### src/rtl/hwpe_stream_package.sv
// Shared types and the next-non-zero-beat search used by the stride serializer.
package hwpe_stream_package;

   localparam int unsigned MAX_BEATS = 64;
   localparam int unsigned IDX_W     = $clog2(MAX_BEATS);

   typedef enum logic [0:0] {StIdle, StSerial} serialize_state_e;

   typedef struct packed {
      logic             found;
      logic [IDX_W-1:0] idx;
   } beat_search_t;

   // Lowest beat index >= from whose non-zero flag is set.
   function automatic beat_search_t next_nz_beat(input logic [MAX_BEATS-1:0] nz,
                                                 input int unsigned from);
      beat_search_t res;
      res = '0;
      for (int unsigned i = 0; i < MAX_BEATS; i++) begin
         if (!res.found && nz[i] && (i >= from)) begin
            res.found = 1'b1;
            res.idx   = IDX_W'(i);
         end
      end
      return res;
   endfunction

endpackage

### src/rtl/hwpe_stream_intf_stream.sv
// Valid/ready stream with per-byte strobes.
interface hwpe_stream_intf_stream #(
   parameter int unsigned DATA_WIDTH = 32
) ();

   logic                    valid;
   logic                    ready;
   logic [DATA_WIDTH-1:0]   data;
   logic [DATA_WIDTH/8-1:0] strb;

   modport source (output valid, data, strb, input ready);
   modport sink   (input valid, data, strb, output ready);

endinterface

### src/rtl/hwpe_stream_serialize_stride.sv
// Serializes a wide strided stream into DATA_WIDTH_OUT beats, LSB slice first.
// Define HWPE_STREAM_SERIALIZE_SKIP_ZERO_STRB_EN to suppress beats whose strobe slice is all-zero.
module hwpe_stream_serialize_stride
   import hwpe_stream_package::*;
#(
   parameter int unsigned DATA_WIDTH_IN  = 256,
   parameter int unsigned DATA_WIDTH_OUT = 64
) (
   input  logic                  clk_i,
   input  logic                  rst_i,
   hwpe_stream_intf_stream.sink   push_i,
   hwpe_stream_intf_stream.source pop_o,
   output logic                  last_o
);

   localparam int unsigned NB_BEATS = DATA_WIDTH_IN / DATA_WIDTH_OUT;
   localparam int unsigned STRB_IN  = DATA_WIDTH_IN / 8;
   localparam int unsigned STRB_OUT = DATA_WIDTH_OUT / 8;
   localparam int unsigned CNT_W    = (NB_BEATS > 1) ? $clog2(NB_BEATS) : 1;

   if (NB_BEATS < 2 || (NB_BEATS & (NB_BEATS - 1)) != 0) begin : g_err_beats
      $error("NB_BEATS must be a power of two >= 2");
   end
   if ((DATA_WIDTH_OUT % 8) != 0 || (DATA_WIDTH_IN % DATA_WIDTH_OUT) != 0) begin : g_err_width
      $error("DATA_WIDTH_OUT must be a multiple of 8 dividing DATA_WIDTH_IN");
   end

   serialize_state_e     state_q, state_d;
   logic [DATA_WIDTH_IN-1:0] data_q, data_d;
   logic [STRB_IN-1:0]   strb_q, strb_d;
   logic [CNT_W-1:0]     cnt_q, cnt_d;

   logic             busy;
   logic             last;
   logic             push_hs;
   logic             pop_hs;
   logic             load_ok;
   logic [CNT_W-1:0] first_idx;
   logic [CNT_W-1:0] next_idx;

   assign busy = (state_q == StSerial);

`ifdef HWPE_STREAM_SERIALIZE_SKIP_ZERO_STRB_EN
   if (NB_BEATS > MAX_BEATS) begin : g_err_max
      $error("NB_BEATS exceeds the beat search range");
   end

   logic [MAX_BEATS-1:0] nz_in;
   logic [MAX_BEATS-1:0] nz_reg;
   beat_search_t         first_res;
   beat_search_t         next_res;

   always_comb begin
      nz_in  = '0;
      nz_reg = '0;
      for (int unsigned b = 0; b < NB_BEATS; b++) begin
         nz_in[b]  = |push_i.strb[b*STRB_OUT +: STRB_OUT];
         nz_reg[b] = |strb_q[b*STRB_OUT +: STRB_OUT];
      end
      first_res = next_nz_beat(nz_in, 32'd0);
      next_res  = next_nz_beat(nz_reg, 32'(cnt_q) + 32'd1);
   end

   // An all-zero word is still handshaked but never enters SERIAL.
   assign load_ok   = first_res.found;
   assign first_idx = CNT_W'(first_res.idx);
   assign next_idx  = CNT_W'(next_res.idx);
   assign last      = busy & ~next_res.found;
`else
   assign load_ok   = 1'b1;
   assign first_idx = '0;
   assign next_idx  = cnt_q + CNT_W'(1);
   assign last      = busy & (cnt_q == CNT_W'(NB_BEATS - 1));
`endif

   // Ready depends only on registered state and pop_o.ready.
   assign push_i.ready = ~busy | (pop_o.ready & last);
   assign pop_o.valid  = busy;
   assign pop_o.data   = data_q[cnt_q*DATA_WIDTH_OUT +: DATA_WIDTH_OUT];
   assign pop_o.strb   = strb_q[cnt_q*STRB_OUT +: STRB_OUT];
   assign last_o       = last;

   assign push_hs = push_i.valid & push_i.ready;
   assign pop_hs  = pop_o.valid & pop_o.ready;

   always_comb begin
      state_d = state_q;
      cnt_d   = cnt_q;
      data_d  = data_q;
      strb_d  = strb_q;
      if (pop_hs) begin
         if (last) begin
            state_d = StIdle;
         end else begin
            cnt_d = next_idx;
         end
      end
      // A push coinciding with the last pop reloads without a bubble.
      if (push_hs) begin
         data_d  = push_i.data;
         strb_d  = push_i.strb;
         cnt_d   = first_idx;
         state_d = load_ok ? StSerial : StIdle;
      end
   end

   always_ff @(posedge clk_i) begin
      if (rst_i) begin
         state_q <= StIdle;
         cnt_q   <= '0;
         data_q  <= '0;
         strb_q  <= '0;
      end else begin
         state_q <= state_d;
         cnt_q   <= cnt_d;
         data_q  <= data_d;
         strb_q  <= strb_d;
      end
   end

endmodule

### src/flat_wrapper.sv
// flat-port wrapper written by rule: the top's interface ports become plain ports
module hwpe_stream_serialize_stride_flat import hwpe_stream_package::*;
#(
   parameter int unsigned DATA_WIDTH_IN  = 256,
   parameter int unsigned DATA_WIDTH_OUT = 64
)
  (clk_i, rst_i, last_o, push_i_valid, push_i_data, push_i_strb, push_i_ready, pop_o_valid, pop_o_data, pop_o_strb, pop_o_ready);
  hwpe_stream_intf_stream #(.DATA_WIDTH((256))) push_i_i ();
  hwpe_stream_intf_stream #(.DATA_WIDTH((64))) pop_o_i ();
  input  logic clk_i;
  input  logic rst_i;
  output logic last_o;
  input wire logic [$bits(push_i_i.valid)-1:0] push_i_valid;
  input wire logic [$bits(push_i_i.data)-1:0] push_i_data;
  input wire logic [$bits(push_i_i.strb)-1:0] push_i_strb;
  output wire logic [$bits(push_i_i.ready)-1:0] push_i_ready;
  output wire logic [$bits(pop_o_i.valid)-1:0] pop_o_valid;
  output wire logic [$bits(pop_o_i.data)-1:0] pop_o_data;
  output wire logic [$bits(pop_o_i.strb)-1:0] pop_o_strb;
  input wire logic [$bits(pop_o_i.ready)-1:0] pop_o_ready;
  assign push_i_i.valid = push_i_valid;
  assign push_i_i.data = push_i_data;
  assign push_i_i.strb = push_i_strb;
  assign push_i_ready = push_i_i.ready;
  assign pop_o_valid = pop_o_i.valid;
  assign pop_o_data = pop_o_i.data;
  assign pop_o_strb = pop_o_i.strb;
  assign pop_o_i.ready = pop_o_ready;
  hwpe_stream_serialize_stride #(.DATA_WIDTH_IN(DATA_WIDTH_IN), .DATA_WIDTH_OUT(DATA_WIDTH_OUT)) u_core (.clk_i(clk_i), .rst_i(rst_i), .push_i(push_i_i), .pop_o(pop_o_i), .last_o(last_o));
endmodule
### config.mk
export PLATFORM = sky130hd
export DESIGN_NAME = hwpe_stream_serialize_stride_flat
export DESIGN_NICKNAME = d
export VERILOG_FILES = /design/src/rtl/hwpe_stream_package.sv /design/src/rtl/hwpe_stream_intf_stream.sv /design/src/rtl/hwpe_stream_serialize_stride.sv /design/src/flat_wrapper.sv
export SDC_FILE = /design/constraint.sdc
export NUM_CORES = 1
export LEC_CHECK = 0
export ABC_CLOCK_PERIOD_IN_PS = 3000
export BUFFER_PORTS_ARGS = -buffer_cell sky130_fd_sc_hd__buf_2
export CAP_MARGIN = 20
export CORE_UTILIZATION = 50
export CTS_CLUSTER_SIZE = 24
export DETAILED_ROUTE_END_ITERATION = 12
export PLACE_DENSITY = 0.73
export SLEW_MARGIN = 0
export SYNTH_ARGS = -nofsm -noshare
export SYNTH_HDL_FRONTEND = slang
export SYNTH_SLANG_ARGS = --single-unit
### constraint.sdc
create_clock -name clk_i -period 3 [get_ports clk_i]
set_clock_uncertainty 0.05 [all_clocks]
set_input_delay 0.15 -clock clk_i [delete_from_list [all_inputs] [get_ports clk_i]]
set_output_delay 0.15 -clock clk_i [all_outputs]
set_load 0.05 [all_outputs]
# ---- Word level (Yosys, flattened, before mapping)
# Index checks and enable logic that the tools add are counted.
dict set report classes {
  addsub 1
  eq_ne 1
  shift 2
  muxes 3
  bitwise 7
  n_reduce_logical 5
}
# operator n
set ops {}
lappend ops {{256-bit by 9-bit variable part select with 64-bit output} 1}
lappend ops {{32-bit by 6-bit variable part select with 8-bit output} 1}
lappend ops {{1-bit AND} 4}
lappend ops {{2-bit AND reduction} 2}
lappend ops {{2-bit nonzero test} 2}
lappend ops {{1-bit two-way mux} 3}
lappend ops {{2-bit by 1-bit adder with 2-bit output, second input constant} 1}
lappend ops {{2-bit equality test, second input constant} 1}
lappend ops {{1-bit NOT} 2}
lappend ops {{2-bit OR reduction} 1}
lappend ops {{1-bit OR} 1}
dict set report totals {
  regBits 291
  in_bits 292
  out_inout_bits 75
  elab_cells 23
}

# ---- Logic depth before layout (Yosys ltp)
# Gate-level depths: netlist (run 1).
dict set report depth {
  ltp_word 7
  depth_mapped 8
  mapped_depth_nobuf 4
}

# ---- Least setup slack after synthesis (run 1)
# Ideal clock, no wire load.
dict set report synth_path {
  path_kind {register to register}
  from {register u_core.state_q, in the netlist u_core.pop_o.valid}
  to {register u_core.data_q[167]}
  setup_time_ns 0.120
  t_arrival_ns 1.591
  t_required_ns 2.830
  path_slack_ns 1.240
  stages_incl_launch_ff 8
  path_buffers 4
  synth_period_minus_slack_ns 1.760
  path_cell_list {dfxtp_1 -> a21boi_2 -> nor2b_1 -> clkbuf_1 -> buf_2 -> buf_6 -> buf_6 -> mux2i_1}
}
dict set report synth_via {
  elab_chain_len 4
  word_cells_on_any_way 5
  cone_classes {5 x bitwise}
}
# element line
set synth_lines {}
lappend synth_lines {{start, declared} hwpe_stream_serialize_stride.sv:28} ;# serialize_state_e state_q, state_d;
lappend synth_lines {{start signal, assigned} hwpe_stream_serialize_stride.sv:109} ;# state_q <= StIdle;
lappend synth_lines {{start signal, assigned} hwpe_stream_serialize_stride.sv:114} ;# state_q <= state_d;
lappend synth_lines {{1-bit AND} hwpe_stream_serialize_stride.sv:73} ;# assign last = busy & (cnt_q == CNT_W'(NB_BEATS - 1));
lappend synth_lines {{1-bit AND} hwpe_stream_serialize_stride.sv:77} ;# assign push_i.ready = ~busy | (pop_o.ready & last);
lappend synth_lines {{1-bit OR *} hwpe_stream_serialize_stride.sv:77}
lappend synth_lines {{1-bit AND *} hwpe_stream_serialize_stride.sv:83} ;# assign push_hs = push_i.valid & push_i.ready;
lappend synth_lines {{end signal, assigned} hwpe_stream_serialize_stride.sv:116} ;# data_q <= data_d;
lappend synth_lines {{end, declared} hwpe_stream_serialize_stride.sv:29} ;# logic [DATA_WIDTH_IN-1:0] data_q, data_d;
# Mark *: on every way between the ends. The rest lies on a longest branch, timed or not.
# A chain may end at the register's enable or synchronous reset.

# ---- Worst setup path in the final report (run 1)
dict set report layout_path {
  from {register u_core.cnt_q[0]}
  to {output pop_o_data[29]}
}
dict set report layout_via {
  elab_chain_len 1
}
# element line
set layout_lines {}
lappend layout_lines {{start, declared} hwpe_stream_serialize_stride.sv:31} ;# logic [CNT_W-1:0] cnt_q, cnt_d;
lappend layout_lines {{start signal, assigned} hwpe_stream_serialize_stride.sv:115} ;# cnt_q <= cnt_d;
lappend layout_lines {{256-bit by 9-bit variable part select with 64-bit output} hwpe_stream_serialize_stride.sv:79} ;# assign pop_o.data = data_q[cnt_q*DATA_WIDTH_OUT +: DATA_WIDTH_OUT];
lappend layout_lines {{end, declared} flat_wrapper.sv:18} ;# output wire logic [$bits(pop_o_i.data)-1:0] pop_o_data;
# No other way between the ends.

==> impl_metrics.prom, run 1 <==
# TYPE chip_impl_metric gauge
chip_impl_metric{name="first_global_vias",unit=""} 12896
chip_impl_metric{name="design.core.area",unit="sq um"} 28700
chip_impl_info{name="layout.cells.most_common",value="sky130_fd_sc_hd__nand2b_1"} 1
chip_impl_metric{name="path_clk_slew",unit="ns"} 0.06
chip_impl_metric{name="synth_async_sr_flop_share",unit=""} 0
chip_impl_metric{name="gr-total-overflow",unit=""} 0
chip_impl_metric{name="placement_rows",unit=""} 62
chip_impl_metric{name="port-buffer-count",unit=""} 366
chip_impl_metric{name="synth_area",unit="sq um"} 14580
chip_impl_metric{name="seq_power_share",unit=""} 0.434
chip_impl_metric{name="post-layout-total-power",unit="uW"} 9815
chip_impl_metric{name="die_w",unit="microns"} 172.8
chip_impl_metric{name="sequential_cell_area_fraction_in_the_yosys_report",unit=""} 0.3995
chip_impl_metric{name="power_switching_share",unit=""} 0.2608
chip_impl_metric{name="hold_path_depth",unit=""} 4
chip_impl_metric{name="cts_inserted_buffers",unit=""} 31
chip_impl_metric{name="max-clock-path-buffers",unit=""} 3
chip_impl_metric{name="hpwl",unit="microns"} 23440
chip_impl_metric{name="netSwitchingPower",unit="uW"} 2559
chip_impl_metric{name="final_core_utilization",unit=""} 0.7157
chip_impl_metric{name="gr-usage-all-layers",unit=""} 0.2677
chip_impl_info{name="top_ff_cell_synth",value="sky130_fd_sc_hd__dfxtp_1"} 1
chip_impl_info{name="root_buffer",value="sky130_fd_sc_hd__clkbuf_16"} 1
chip_impl_metric{name="reg2reg_depth",unit=""} 6
chip_impl_metric{name="grt_pass1_wl",unit="microns"} 65410
chip_impl_metric{name="ys_warn_count",unit=""} 0
chip_impl_metric{name="cts_sinks",unit=""} 291
chip_impl_metric{name="via_count",unit=""} 12029
chip_impl_metric{name="worst_ep_required_time",unit="ns"} 2.80
chip_impl_metric{name="avgRoutedWirePerCell",unit="microns"} 17.27
chip_impl_metric{name="p_leak",unit="uW"} 0.008632
chip_impl_info{name="critical_path_class",value="flop to output port"} 1
chip_impl_metric{name="layout.nets",unit=""} 2244
chip_impl_metric{name="synth_register_bits",unit=""} 291
chip_impl_metric{name="place_congestion",unit=""} 0.7823
chip_impl_metric{name="drt-total-wl",unit="microns"} 40870
chip_impl_metric{name="antenna_violations_before_repair",unit=""} 9
chip_impl_metric{name="drive_gt1_frac",unit=""} 0.2584
chip_impl_metric{name="synth_edf_count",unit=""} 0
chip_impl_metric{name="avgSynthCellArea",unit="sq um"} 10.79
chip_impl_metric{name="mappedNetlistNets",unit=""} 1645
chip_impl_metric{name="drt-pass1-iter-count",unit=""} 4
chip_impl_info{name="hold_path.class",value="input pin to flop"} 1
chip_impl_metric{name="timing.final.crit_period",unit="ns"} 2.496
chip_impl_metric{name="clock_tree.htree_level_count",unit=""} 1
chip_impl_metric{name="avgViaCountPerCell",unit=""} 5.082
chip_impl_metric{name="internal_dissipation",unit="uW"} 7255
chip_impl_metric{name="timing.final.crit_share",unit=""} 0.8320
chip_impl_metric{name="fin_ws",unit="ns"} 0.5039
chip_impl_metric{name="pwr-share-clk",unit=""} 0.381
chip_impl_info{name="crit_path_end_kind",value="output port"} 1
chip_impl_metric{name="die_height",unit="microns"} 172.8
chip_impl_metric{name="flow.area_growth_from_synthesis",unit="%"} 40.86
chip_impl_metric{name="worstPathMaxFanout",unit=""} 73
chip_impl_info{name="cts_tree",value="done"} 1
chip_impl_metric{name="timing.max_cap.violations",unit=""} 0
chip_impl_metric{name="netlist-cell-type-count",unit=""} 18
chip_impl_metric{name="finalHoldViolCount",unit=""} 0
chip_impl_metric{name="powerDensity",unit="nW/um^2"} 477.8
chip_impl_metric{name="worstSkewPairLatency",unit="ns"} 0.54
chip_impl_metric{name="peakVddDrop",unit="mV"} 0.3953
chip_impl_metric{name="max_freq",unit="MHz"} 400.6
chip_impl_metric{name="antenna_violating_nets_post_route",unit=""} 0
chip_impl_metric{name="floorplan.initialDensity",unit=""} 0.5081
chip_impl_metric{name="detail_route.iter0.violations",unit=""} 627
chip_impl_metric{name="crit_arrival",unit="ns"} 2.30
chip_impl_info{name="timing.critical_path.from_type",value="flop"} 1
chip_impl_metric{name="grt_max_degree",unit=""} 147
chip_impl_info{name="layout_common_cells",value="sky130_fd_sc_hd__nand2b_1 (576), sky130_fd_sc_hd__buf_2 (365), sky130_fd_sc_hd__dlygate4sd3_1 (290), sky130_fd_sc_hd__mux2i_1 (289), sky130_fd_sc_hd__dfxtp_1 (289)"} 1
chip_impl_metric{name="timing.setup.tns",unit="ns"} 0
chip_impl_metric{name="io-pin-count",unit=""} 367
chip_impl_metric{name="report.final.setup_viol",unit=""} 0
chip_impl_metric{name="transition_at_the_pin_with_the_smallest_max_transition_slack",unit="ns"} 0.6838
chip_impl_metric{name="report.final.slew_viol_count",unit=""} 0
chip_impl_info{name="setup_repair_after_global_routing_missed_its_margin",value="false"} 1
chip_impl_metric{name="post-place-ws",unit="ns"} 1.067
chip_impl_metric{name="slew_headroom",unit=""} 0.5441
chip_impl_metric{name="drc_errors",unit=""} 0
chip_impl_info{name="run_status",value="complete, no violations"} 1
chip_impl_metric{name="postSynthCellCount",unit=""} 1352
chip_impl_metric{name="fp.dieArea",unit="sq um"} 29850
chip_impl_metric{name="combPwrFrac",unit=""} 0.185
sequential cells by signal, summed over array words and instances (netlist names):
| signal | cells |
|---|---|
| u_core.strb_q | 32 |
| u_core.pop_o.valid | 1 |
| u_core.cnt_q | 2 |
| u_core.data_q | 256 |
through the flow:
step,hold WS (ns),cell area [sq um],std cells
floorplan,0.2207,14580,1352
global placement,0.3288,16630,2012
detailed placement,0.3427,16630,2012
CTS,0.03606,20520,2358
global route,0.1047,20540,2367
finish,0.05954,20540,2367
per-layer routing:
layer,vias up,global-route usage,share of wire
met5,-,0,0
met4,0,0.1442,0.053
met3,156,0.05343,0.057
met2,438,0.4603,0.49
met1,5696,0.3142,0.40
li1,5739,-,-
critical path, cell delays in order, from the launching register on:
cell and delay [ns]:
sky130_fd_sc_hd__dfxtp_4 0.36, sky130_fd_sc_hd__buf_12 0.50, sky130_fd_sc_hd__mux4_2 0.61, sky130_fd_sc_hd__buf_2 0.23
layout make-up:
cell class / instances / area, sq um
multi-input cells: 947 / 8195
diodes: 9 / 22.52
inverters: 1 / 3.754
flip-flops and latches: 291 / 5833
clock buffers: 51 / 940.9
well taps: 384 / 480.5
fillers: 1964 / 8159
clock inverters: 5 / 50.05
repair buffers: 679 / 5017
path summary, 6_finish.rpt:
| check | start | endpoint | slack [ns] |
|---|---|---|---|
| worst max register to register | u_core.cnt_q[0] | u_core.strb_q[18] | 1.10 |
| worst max-delay path | u_core.cnt_q[0] | pop_o_data[29] | 0.50 |
| worst min-delay path | pop_o_ready | u_core.cnt_q[0] | 0.06 |
| worst min register to register | u_core.strb_q[12] | u_core.strb_q[12] | 0.42 |
power groups by stage:
stage	Clock [uW]	Combinational, uW	Sequential [uW]
after floorplan	0	1090	4280
after global placement	0	1450	4320
after detailed placement	0	1480	4330
after CTS	3810	1780	4250
after global routing	3960	1940	4280
final	3740	1810	4260
kinds of logic (layout without fill, tap and decap cells):
group / Yosys count / count (layout) / synth area share
AND/OR/NAND/NOR: 583 / 583 / 0.2497
other: 0 / 9 / 0
buffers and inverters: 114 / 736 / 0.03912
flip-flops: 291 / 291 / 0.3995
adder cells (fa/ha/maj): 1 / 1 / 0.0008578
multiplexers: 361 / 361 / 0.3095
AO/OA/AOI/OAI: 1 / 1 / 0.0007721
XOR/XNOR: 1 / 1 / 0.0006007
Yosys cell counts (2+ instances only):
master	number	area (sq um)
sky130_fd_sc_hd__nand2b_1	576	3603
sky130_fd_sc_hd__dfxtp_1	291	5826
sky130_fd_sc_hd__mux2i_1	289	2893
sky130_fd_sc_hd__mux4_2	72	1622
sky130_fd_sc_hd__clkbuf_1	62	232.7
sky130_fd_sc_hd__buf_2	33	165.2
sky130_fd_sc_hd__buf_6	11	123.9
sky130_fd_sc_hd__buf_4	5	37.54
sky130_fd_sc_hd__buf_1	2	7.510
sky130_fd_sc_hd__nor2_1	2	7.510
sky130_fd_sc_hd__nor3_1	2	10.01
timing repair:
action / in CTS / in global routing
hold endpoints to repair: 289 / 0
buffers inserted: 0 / 0
hold buffers: 290 / 0
gates resized for setup: 0 / 0
No activity file was read; power rests on OpenSTA's default activity.
==> run 2: changes to the inputs <==
ABC_CLOCK_PERIOD_IN_PS = 2100   (was 3000)
CORE_UTILIZATION = 49   (was 50)
PLACE_DENSITY = 0.74   (was 0.73)
clock period = 2.1 ns   (was 3 ns; I/O delays follow)
==> run 2 against run 1 <==
The flow now finishes with violations (setup timing). Sequential power up 43%. Critical path type unchanged. Critical endpoint is now pop_o_data[62]. Via count rose by 2.4%. Non-clock buffer count increased by 23. Total power grew 55%. Clock power is 67% higher. Routed wire length grew 11%. Die area increased by 2.0%. First-iteration DRC count up 4.1%. Register-to-register slack got worse by 0.96 ns. Largest cell class unchanged.
==> impl_metrics.prom, run 2 (same netlist as run 1, synthesis figures left out) <==
# TYPE chip_impl_metric gauge
chip_impl_info{name="hold_path.class",value="input pin to flop"} 1
chip_impl_metric{name="wl_met1",unit="microns"} 17590
chip_impl_metric{name="clock_tree.htree_level_count",unit=""} 1
chip_impl_metric{name="p_leak",unit="uW"} 0.009006
chip_impl_info{name="run_status",value="finished, violations left"} 1
chip_impl_metric{name="post-layout-total-power",unit="uW"} 15220
chip_impl_metric{name="route.met3.wl",unit="microns"} 2472
chip_impl_info{name="setup_repair_after_global_routing_missed_its_margin",value="true"} 1
chip_impl_metric{name="first_global_vias",unit=""} 13325
chip_impl_metric{name="max_freq",unit="MHz"} 458.0
chip_impl_metric{name="fin_ws",unit="ns"} -0.08348
chip_impl_metric{name="drt-pass1-iter-count",unit=""} 4
chip_impl_metric{name="report.final.slew_viol_count",unit=""} 0
chip_impl_metric{name="netSwitchingPower",unit="uW"} 3847
chip_impl_metric{name="finalHoldViolCount",unit=""} 0
chip_impl_metric{name="timing.final.crit_period",unit="ns"} 2.183
chip_impl_info{name="reg_top3",value="u_core.data_q x256, u_core.strb_q x32, u_core.cnt_q x2"} 1
chip_impl_metric{name="grt_max_degree",unit=""} 108
chip_impl_info{name="failing_checks",value="setup timing"} 1
chip_impl_metric{name="gr-total-overflow",unit=""} 0
chip_impl_metric{name="crit_arrival",unit="ns"} 2.03
chip_impl_metric{name="hold_path_depth",unit=""} 3
chip_impl_metric{name="detail_route.iter0.violations",unit=""} 653
chip_impl_metric{name="combPwrFrac",unit=""} 0.189
chip_impl_metric{name="met2RoutedLength",unit="microns"} 23160
chip_impl_metric{name="avgViaCountPerCell",unit=""} 5.163
chip_impl_metric{name="port-buffer-count",unit=""} 366
chip_impl_metric{name="final_core_utilization",unit=""} 0.7467
chip_impl_metric{name="die_w",unit="microns"} 174.5
chip_impl_metric{name="io-pin-count",unit=""} 367
chip_impl_metric{name="antenna_violations_before_repair",unit=""} 5
chip_impl_metric{name="worstSkewPairLatency",unit="ns"} 0.54
chip_impl_metric{name="design.core.area",unit="sq um"} 29010
chip_impl_info{name="cpMaxStageDelayCell",value="sky130_fd_sc_hd__mux4_2"} 1
chip_impl_metric{name="fp.dieArea",unit="sq um"} 30460
chip_impl_metric{name="placement_rows",unit=""} 62
chip_impl_info{name="top_register",value="u_core.data_q"} 1
chip_impl_metric{name="timing.final.crit_share",unit=""} 1.040
chip_impl_metric{name="slew_headroom",unit=""} 0.6784
chip_impl_metric{name="max-clock-path-buffers",unit=""} 3
chip_impl_metric{name="drive_gt1_frac",unit=""} 0.2699
chip_impl_metric{name="peakVddDrop",unit="mV"} 0.6157
chip_impl_metric{name="cts_sinks",unit=""} 291
chip_impl_metric{name="internal_dissipation",unit="uW"} 11370
chip_impl_metric{name="worstPathMaxFanout",unit=""} 13
chip_impl_metric{name="layout.nets",unit=""} 2267
chip_impl_metric{name="gr-usage-all-layers",unit=""} 0.2908
chip_impl_metric{name="largest_register_ff_count",unit=""} 256
chip_impl_metric{name="timing.max_cap.violations",unit=""} 0
chip_impl_metric{name="seq_power_share",unit=""} 0.400
chip_impl_metric{name="transition_at_the_pin_with_the_smallest_max_transition_slack",unit="ns"} 0.4823
chip_impl_metric{name="cts_inserted_buffers",unit=""} 31
chip_impl_metric{name="grt_pass1_wl",unit="microns"} 70160
chip_impl_metric{name="report.final.setup_viol",unit=""} 55
chip_impl_metric{name="reg2reg_slack",unit="ns"} 0.14
chip_impl_info{name="crit_path_end_kind",value="output port"} 1
chip_impl_info{name="reg2reg_from",value="u_core.cnt_q[0]"} 1
chip_impl_info{name="timing.critical_path.from",value="u_core.cnt_q[0]"} 1
chip_impl_metric{name="place_congestion",unit=""} 0.8077
chip_impl_info{name="timing.critical_path.from_type",value="flop"} 1
chip_impl_info{name="layout.cells.most_common",value="sky130_fd_sc_hd__nand2b_1"} 1
chip_impl_metric{name="worst_ep_required_time",unit="ns"} 1.95
chip_impl_metric{name="power_switching_share",unit=""} 0.2528
chip_impl_metric{name="hpwl",unit="microns"} 23390
chip_impl_metric{name="pwr-share-clk",unit=""} 0.411
chip_impl_metric{name="via_count",unit=""} 12320
chip_impl_info{name="critical_path_class",value="flop to output port"} 1
chip_impl_info{name="setup.worst_path.end",value="pop_o_data[62]"} 1
chip_impl_metric{name="drt-total-wl",unit="microns"} 45190
chip_impl_info{name="layout_common_cells",value="sky130_fd_sc_hd__nand2b_1 (576), sky130_fd_sc_hd__buf_2 (304), sky130_fd_sc_hd__dlygate4sd3_1 (291), sky130_fd_sc_hd__mux2i_1 (289), sky130_fd_sc_hd__dfxtp_1 (289)"} 1
chip_impl_info{name="cts_tree",value="done"} 1
chip_impl_info{name="cp_cell_sequence",value="buf_8, mux4_2, buf_2"} 1
chip_impl_metric{name="reg2reg_depth",unit=""} 6
chip_impl_info{name="min_from",value="rst_i"} 1
chip_impl_metric{name="die_height",unit="microns"} 174.5
chip_impl_metric{name="floorplan.initialDensity",unit=""} 0.5027
chip_impl_metric{name="critical_path.max_stage_delay",unit="ns"} 0.57
chip_impl_metric{name="antenna_violating_nets_post_route",unit=""} 0
chip_impl_metric{name="drc_errors",unit=""} 0
chip_impl_info{name="critical_path.reg2reg.endpoint",value="u_core.data_q[197]"} 1
chip_impl_info{name="top_signal_layer_used",value="met4"} 1
chip_impl_metric{name="path_clk_slew",unit="ns"} 0.06
chip_impl_metric{name="powerDensity",unit="nW/um^2"} 702.3
chip_impl_metric{name="avgRoutedWirePerCell",unit="microns"} 18.94
chip_impl_info{name="root_buffer",value="sky130_fd_sc_hd__clkbuf_16"} 1
chip_impl_metric{name="flow.area_growth_from_synthesis",unit="%"} 48.55
run 2: changes by cell type in the layout (fill, tap and decap cells not counted):
| cell | previous run | this run |
|---|---|---|
| sky130_fd_sc_hd__clkinvlp_4 | 0 | 3 |
| sky130_fd_sc_hd__buf_12 | 8 | 22 |
| sky130_fd_sc_hd__bufinv_16 | 1 | 8 |
| sky130_fd_sc_hd__buf_4 | 15 | 14 |
| sky130_fd_sc_hd__clkinv_2 | 4 | 2 |
| sky130_fd_sc_hd__buf_8 | 1 | 5 |
| sky130_fd_sc_hd__diode_2 | 9 | 5 |
| sky130_fd_sc_hd__bufbuf_16 | 0 | 1 |
| sky130_fd_sc_hd__dlygate4sd3_1 | 290 | 291 |
| sky130_fd_sc_hd__buf_16 | 0 | 9 |
| sky130_fd_sc_hd__buf_2 | 365 | 304 |
| sky130_fd_sc_hd__buf_6 | 0 | 56 |
| sky130_fd_sc_hd__clkbuf_8 | 9 | 8 |
| sky130_fd_sc_hd__clkbuf_1 | 11 | 4 |
run 2: cell type report:
| cell class | instances | area (sq um) |
|---|---|---|
| antenna | 5 | 12.51 |
| clock buffer | 43 | 900.9 |
| clock inverter | 13 | 272.8 |
| fill | 1746 | 7348 |
| inverter | 1 | 3.754 |
| multi-input combinational | 947 | 8195 |
| sequential | 291 | 5833 |
| tap | 384 | 480.5 |
| timing repair buffer | 702 | 5966 |
run 2: stage by stage:
step	setup WS [ns]	hold slack (ns)	std cells	area (sq um)	TNS, ns
2_1_floorplan	0.3397	0.1757	1352	14580	0
3_3_place_gp	0.3757	0.2875	2021	16840	0
3_5_place_dp	0.3008	0.3008	2021	16840	0
4_1_cts	-0.1195	0.06022	2381	21650	-4.432
5_1_grt	-0.1347	0.1104	2386	21660	-5.804
6_report	-0.08348	0.07999	2386	21660	-2.258
run 2: what timing repair did:
action | 4_1_cts | 5_1_grt
gates resized for setup | 132 | 4
pin swaps | 0 | 0
hold buffers | 291 | 0
gates cloned | 7 | 0
endpoints found under the hold margin | 290 | 0
setup buffers | 6 | 0
endpoints found under the setup margin | 72 | 68
run 2: critical path, delay by kind of cell, from the launching register on:
family	cells	cell delay, ns
muxes	1	0.57
DFF	1	0.45
buffers and inverters	2	0.45
run 2: worst min-delay path by stage:
stage,to
final,u_core.strb_q[25]
after global routing,u_core.data_q[128]
after CTS,u_core.data_q[8]
after detailed placement,u_core.pop_o.valid
after global placement,u_core.pop_o.valid
after floorplan,u_core.pop_o.valid
run 2: power groups by stage:
stage | clock network [uW] | registers [uW] | logic [uW]
CTS | 6340 | 6060 | 2800
global route | 6580 | 6120 | 3030
detailed placement | 0 | 6170 | 2170
global placement | 0 | 6160 | 2140
floorplan | 0 | 6120 | 1560
finish | 6260 | 6090 | 2870
run 2: per-layer routing:
layer,track usage,up-vias
met1,0.3288,5937
met5,0,-
li1,-,5774
met4,0.1286,0
met3,0.05643,144
met2,0.5279,465
